`config.mk`:
```
export PLATFORM = sky130hd
export DESIGN_NAME = vc_tagged_queue
export DESIGN_NICKNAME = d
export VERILOG_FILES = /design/src/rtl/vc_tagged_queue.sv
export SDC_FILE = /design/constraint.sdc
export NUM_CORES = 1
export LEC_CHECK = 0
export ABC_AREA = 1
export ABC_CLOCK_PERIOD_IN_PS = 3800
export CORE_ASPECT_RATIO = 1.1
export CORE_MARGIN = 3
export CORE_UTILIZATION = 45
export DETAILED_ROUTE_END_ITERATION = 16
export PLACE_DENSITY = 0.77
export SYNTH_ARGS = -nofsm -noshare
export SYNTH_HDL_FRONTEND = slang
export SYNTH_SLANG_ARGS = --single-unit
```
`constraint.sdc`:
```
create_clock -name clk -period 3.8 [get_ports clk]
set_input_delay 0.76 -clock clk [delete_from_list [all_inputs] [get_ports clk]]
set_output_delay 0.76 -clock clk [all_outputs]
set_load 0.1 [all_outputs]
```
`src/rtl/vc_tagged_queue.sv`:
```
// Circular-buffer message queue carrying a per-entry security-domain tag,
// with optional pipe/bypass behaviour and a scrubbing flush.
module vc_tagged_queue #(
  parameter logic [3:0]  p_type         = 4'b0000,
  parameter int unsigned p_msg_nbits    = 8,
  parameter int unsigned p_num_msgs     = 4,
  parameter int unsigned p_afull_thresh = 1
) (
  input  logic                         clk,
  input  logic                         reset,

  input  logic                         enq_val,
  output logic                         enq_rdy,
  input  logic [p_msg_nbits-1:0]       enq_msg,
  input  logic                         enq_domain,

  output logic                         deq_val,
  input  logic                         deq_rdy,
  output logic [p_msg_nbits-1:0]       deq_msg,
  output logic                         deq_domain,

  input  logic                         flush,
  output logic [$clog2(p_num_msgs):0]  num_free_entries,
  output logic                         almost_full
);

  localparam int unsigned c_addr_nbits = $clog2(p_num_msgs);
  localparam int unsigned c_cnt_nbits  = c_addr_nbits + 1;
  localparam logic [c_addr_nbits-1:0] c_last_idx = c_addr_nbits'(p_num_msgs - 1);
  localparam logic [c_cnt_nbits-1:0]  c_depth    = c_cnt_nbits'(p_num_msgs);
  localparam logic c_pipe   = p_type[0];
  localparam logic c_bypass = p_type[1];

  logic [p_msg_nbits-1:0]  mem_msg [p_num_msgs];
  logic                    mem_dom [p_num_msgs];
  logic [c_addr_nbits-1:0] enq_ptr;
  logic [c_addr_nbits-1:0] deq_ptr;
  logic                    full;

  logic                    empty_c;
  logic                    bypassing_c;
  logic                    do_enq_c;
  logic                    do_deq_c;
  logic                    wr_en_c;
  logic                    rd_en_c;
  logic [c_addr_nbits-1:0] enq_ptr_inc_c;
  logic [c_addr_nbits-1:0] deq_ptr_inc_c;
  logic                    full_next_c;
  logic [c_cnt_nbits-1:0]  occupancy_c;
  logic [c_cnt_nbits-1:0]  free_c;

  // Handshake, transfer qualification and output selection.
  always_comb begin
    empty_c       = 1'b0;
    bypassing_c   = 1'b0;
    enq_rdy       = 1'b0;
    deq_val       = 1'b0;
    do_enq_c      = 1'b0;
    do_deq_c      = 1'b0;
    wr_en_c       = 1'b0;
    rd_en_c       = 1'b0;
    enq_ptr_inc_c = '0;
    deq_ptr_inc_c = '0;
    full_next_c   = full;
    deq_msg       = '0;
    deq_domain    = 1'b0;
    occupancy_c   = '0;
    free_c        = '0;

    empty_c     = ~full && (enq_ptr == deq_ptr);
    bypassing_c = c_bypass && empty_c;

    enq_rdy = ~flush && (~full || (c_pipe && deq_rdy));
    deq_val = ~flush && (~empty_c || (c_bypass && enq_val));

    do_enq_c = enq_val && enq_rdy;
    do_deq_c = deq_val && deq_rdy;

    // A bypassed transfer goes straight through without touching storage.
    wr_en_c = do_enq_c && !(bypassing_c && do_deq_c);
    rd_en_c = do_deq_c && !bypassing_c;

    enq_ptr_inc_c = (enq_ptr == c_last_idx) ? '0 : enq_ptr + c_addr_nbits'(1);
    deq_ptr_inc_c = (deq_ptr == c_last_idx) ? '0 : deq_ptr + c_addr_nbits'(1);

    if (wr_en_c && !rd_en_c && (enq_ptr_inc_c == deq_ptr)) begin
      full_next_c = 1'b1;
    end else if (rd_en_c && !wr_en_c) begin
      full_next_c = 1'b0;
    end

    if (deq_val) begin
      if (bypassing_c) begin
        deq_msg    = enq_msg;
        deq_domain = enq_domain;
      end else begin
        deq_msg    = mem_msg[deq_ptr];
        deq_domain = mem_dom[deq_ptr];
      end
    end

    if (full) begin
      occupancy_c = c_depth;
    end else if (enq_ptr >= deq_ptr) begin
      occupancy_c = c_cnt_nbits'(enq_ptr) - c_cnt_nbits'(deq_ptr);
    end else begin
      occupancy_c = c_depth - c_cnt_nbits'(deq_ptr) + c_cnt_nbits'(enq_ptr);
    end

    free_c           = c_depth - occupancy_c;
    num_free_entries = free_c;
    almost_full      = (32'(free_c) <= p_afull_thresh);
  end

  // Storage and pointer state; flush scrubs contents like reset does.
  always_ff @(posedge clk) begin
    if (reset || flush) begin
      enq_ptr <= '0;
      deq_ptr <= '0;
      full    <= 1'b0;
      for (int i = 0; i < int'(p_num_msgs); i++) begin
        mem_msg[i] <= '0;
        mem_dom[i] <= 1'b0;
      end
    end else begin
      if (wr_en_c) begin
        mem_msg[enq_ptr] <= enq_msg;
        mem_dom[enq_ptr] <= enq_domain;
        enq_ptr          <= enq_ptr_inc_c;
      end
      if (rd_en_c) begin
        deq_ptr <= deq_ptr_inc_c;
      end
      full <= full_next_c;
    end
  end

endmodule

```
==> summary.txt <==
Floorplanning
  • I/O Pins: 29
  • Initial Utilization: 0.478
  • Die height: 77.5 µm
  • Die area: 5510 µm²
  • Die W: between 70 and 80 µm
  • # rows: 25
  • Core area: 4380 µm²

Timing
  • Final worst slack: 0.563 ns
  • Slew HR: 0.558
  • Worst Skew: 0.00378 ns
  • Final Hold Fails: 0
  • Max Slew Vio Count: 0
  • Slew of the pin with the lowest slew margin: 0.663 ns
  • Total negative slack: 0 ns
  • Unrepaired setup endpoints after global routing: false
  • Period utilisation layout: 0.852
  • Min Clock Period, post-route: 3.24 ns
  • Max Clk Rate: 0.309 GHz
  • Final count of negative-setup-slack endpoints: 0

Critical path
  • Critical path startpoint category: flip-flop
  • Required time of the critical path: a little over 3 ns
  • Path depth of the worst reg2reg path: 5
  • Stages on worst setup path: 11
  • Most used cell, CP: inv_1
  • Max stage delay on crit path: 0.47 ns
  • Worst path slowest cell: dfxtp_1
  • Top delay family on crit path: adder cells
  • Max FO, Critical Path: 5
  • WP buf/inv: 4
  • Worst path cell trace: inv_1 -> ha_1 -> inv_1 -> fa_1 -> nand2_1 -> inv_1 -> ha_1 -> nor2_1 -> nor2_1 -> nor2_4 -> buf_12
  • Critical Path Sink Type: output pin
  • Arrival time at the worst endpoint: approximately 2.5 ns
  • WS Path Type: reg -> out

CTS
  • Clock Sinks: 43
  • CTS Buf Count: 5
  • CTS tree: done
  • CTS Root Cell: clkbuf_8
  • H-tree depth: 2
  • Post-CTS setup buffer count: 0
  • Worst-path clk slew: 0.08 ns
  • CTS resizes: 0
  • Clk buf depth: 2
  • Worst-Skew Late Latency: ~0.29 ns
  • Post-CTS Hold Buffers: 0

Synthesis
  • Post-Syn Area: between 2000 and 2500 µm²
  • Post-Synthesis Cells: about 230
  • Post-synthesis net count: 249
  • Synthesis Warnings: 0
  • Post-Syn Area per Cell: 9.18 µm²
  • Sequential element share of the synthesized area: 0.583
  • Yosys cell types: 22
  • Yosys reg bits: 43

Cells and area
  • Layout cells sized above 1: 0.131
  • Area growth from synthesis to layout: 20.0%
  • Nets: 281
  • N_diodes: 0

Outcome
  • Run status: finished, final reports clean

Power
  • Leak: about 1.1 nW
  • Pwr Density: 396 nW/µm²
  • Max rail drop VDD: 0.207 mV
  • PnR Total Power: 994 µW

Drt
  • Antenna Nets Post-Route: 0
  • Vias: 1,590
  • Residual DRC count: 0
  • Initial drt markers: between 100 and 150
  • TritonRoute pass-1 iters: 4
  • Routed WL: 4130 µm
  • Post-DR wirelength/cell: 13.1 µm
  • Vias per cell: 5.06

Global route
  • Gr ovfl total: 0
  • Initial antenna violation count: 0
  • Total track usage: 0.162
  • Largest net degree at the start of global routing: 20
  • First-pass GRT wire length: 6930 µm
  • Vias in the first global route: 1,498

Place
  • DPL Wire Length: around 3000 µm
  • GPL Wtd Cong: 0.860
  • PortBufs: 28
  • Setup WS pre-CTS: 0.828 ns

Min path
  • Min-delay worst type: reg -> reg
  • Hold path depth: 2

Flow run
  • Max cap viols: 0
-- worst paths after layout --
path / start / to / slack (ns)
max reg2reg: full$_SDFFE_PP0P_ / mem_dom[0]$_SDFFCE_PN0P_ / 1.93
max: enq_ptr[0]$_SDFFE_PP0P_ / almost_full / 0.56
min: full$_SDFFE_PP0P_ / full$_SDFFE_PP0P_ / 0.57
min reg2reg: full$_SDFFE_PP0P_ / full$_SDFFE_PP0P_ / 0.57
-- synth_stat cells --
master | n | area share
a21oi_1 | 10 | 0.024
buf_2 | 1 | 0.0024
buf_4 | 3 | 0.011
clkbuf_2 | 1 | 0.0024
clkinv_1 | 1 | 0.0018
dfxtp_1 | 7 | 0.067
edfxtp_1 | 36 | 0.52
fa_1 | 1 | 0.0096
ha_1 | 6 | 0.036
inv_1 | 23 | 0.041
nand2_1 | 20 | 0.036
nand2_2 | 3 | 0.0090
nand3_1 | 3 | 0.0072
nand3_4 | 1 | 0.0084
nand3b_1 | 1 | 0.0036
nor2_1 | 85 | 0.15
nor2_2 | 2 | 0.0060
nor2_4 | 2 | 0.011
o21ai_0 | 18 | 0.043
o22ai_1 | 2 | 0.0060
o31ai_1 | 1 | 0.0036
or2_2 | 1 | 0.0030
-- state kept, by name, indices dropped and copies added, names as in the netlist, named ones only --
| signal | flops |
|---|---|
| deq_ptr | 2 |
| enq_ptr | 2 |
| full | 1 |
| mem_dom | 4 |
| mem_msg | 32 |
-- cell usage in the layout, fill, tap and decap left out --
master and n:
dfxtp_1 7, edfxtp_1 36, clkinv_1 1, nor2_1 84
nand2_2 3, ha_1 6, o21ai_0 18, fa_1 1
nand2_1 20, clkbuf_8 5, buf_12 1, nand3_4 1
nand3b_1 1, o22ai_1 2, nand3_1 3, o31ai_1 1
a21oi_1 10, nor2_2 2, or2_2 1, buf_4 16
bufinv_16 1, clkinvlp_4 1, clkbuf_1 1, inv_1 22
nor2_4 3, clkdlybuf4s50_1 13
-- logic make-up after synthesis --
| kind of cell | share of synthesized area |
|---|---|
| AOI/OAI and AO/OA | 0.0765 |
| adders and majority gates | 0.0454 |
| buffers and inverters | 0.0586 |
| DFF | 0.583 |
| and+or+nand+nor | 0.236 |
-- worst reg2reg max path: stages (launching register included) --
cell and delay [ns]:
dfxtp_1 0.33, nor2_2 0.19, nand3_4 0.22, nor2_4 0.17, nand2_2 0.17, nand2_1 0.43
-- area by class of cell --
| class | count | area, µm² |
|---|---|---|
| Fill cell | 386 | 1870 |
| Clock inverter | 1 | 30.0 |
| Sequential cell | 43 | 1220 |
| Tap cell | 54 | 67.6 |
| Inverter | 24 | 93.8 |
| Multi-Input combinational cell | 156 | 757 |
| Timing Repair Buffer | 30 | 270 |
| Clock buffer | 6 | 72.6 |
-- report_power, final --
part           leakage (nW)  switching [mW]  internal, mW
Sequential            0.457         0.00690         0.529
Combinational         0.573          0.0820        0.0354
Clock                0.0513           0.148         0.193
-- per-stage QoR --
step                      utilization  hold WS [ns]  cells  cell area [µm²]
final                           0.574         0.574    314             2510
after global routing            0.574         0.624    314             2510
after CTS                       0.574         0.578    314             2510
after detailed placement        0.550         0.566    307             2410
after global placement          0.550         0.567    307             2410
after floorplan                     -         0.523    228             2100
-- metal layers --
| layer | vias up | GRT usage | part of all wire |
|---|---|---|---|
| met5 | - | 0 | 0 |
| met4 | 0 | 0.0545 | 0.017 |
| met3 | 8 | 0.0324 | 0.042 |
| met2 | 39 | 0.286 | 0.52 |
| met1 | 742 | 0.196 | 0.42 |
| li1 | 801 | - | - |
Power figures use the tool's default switching activity.
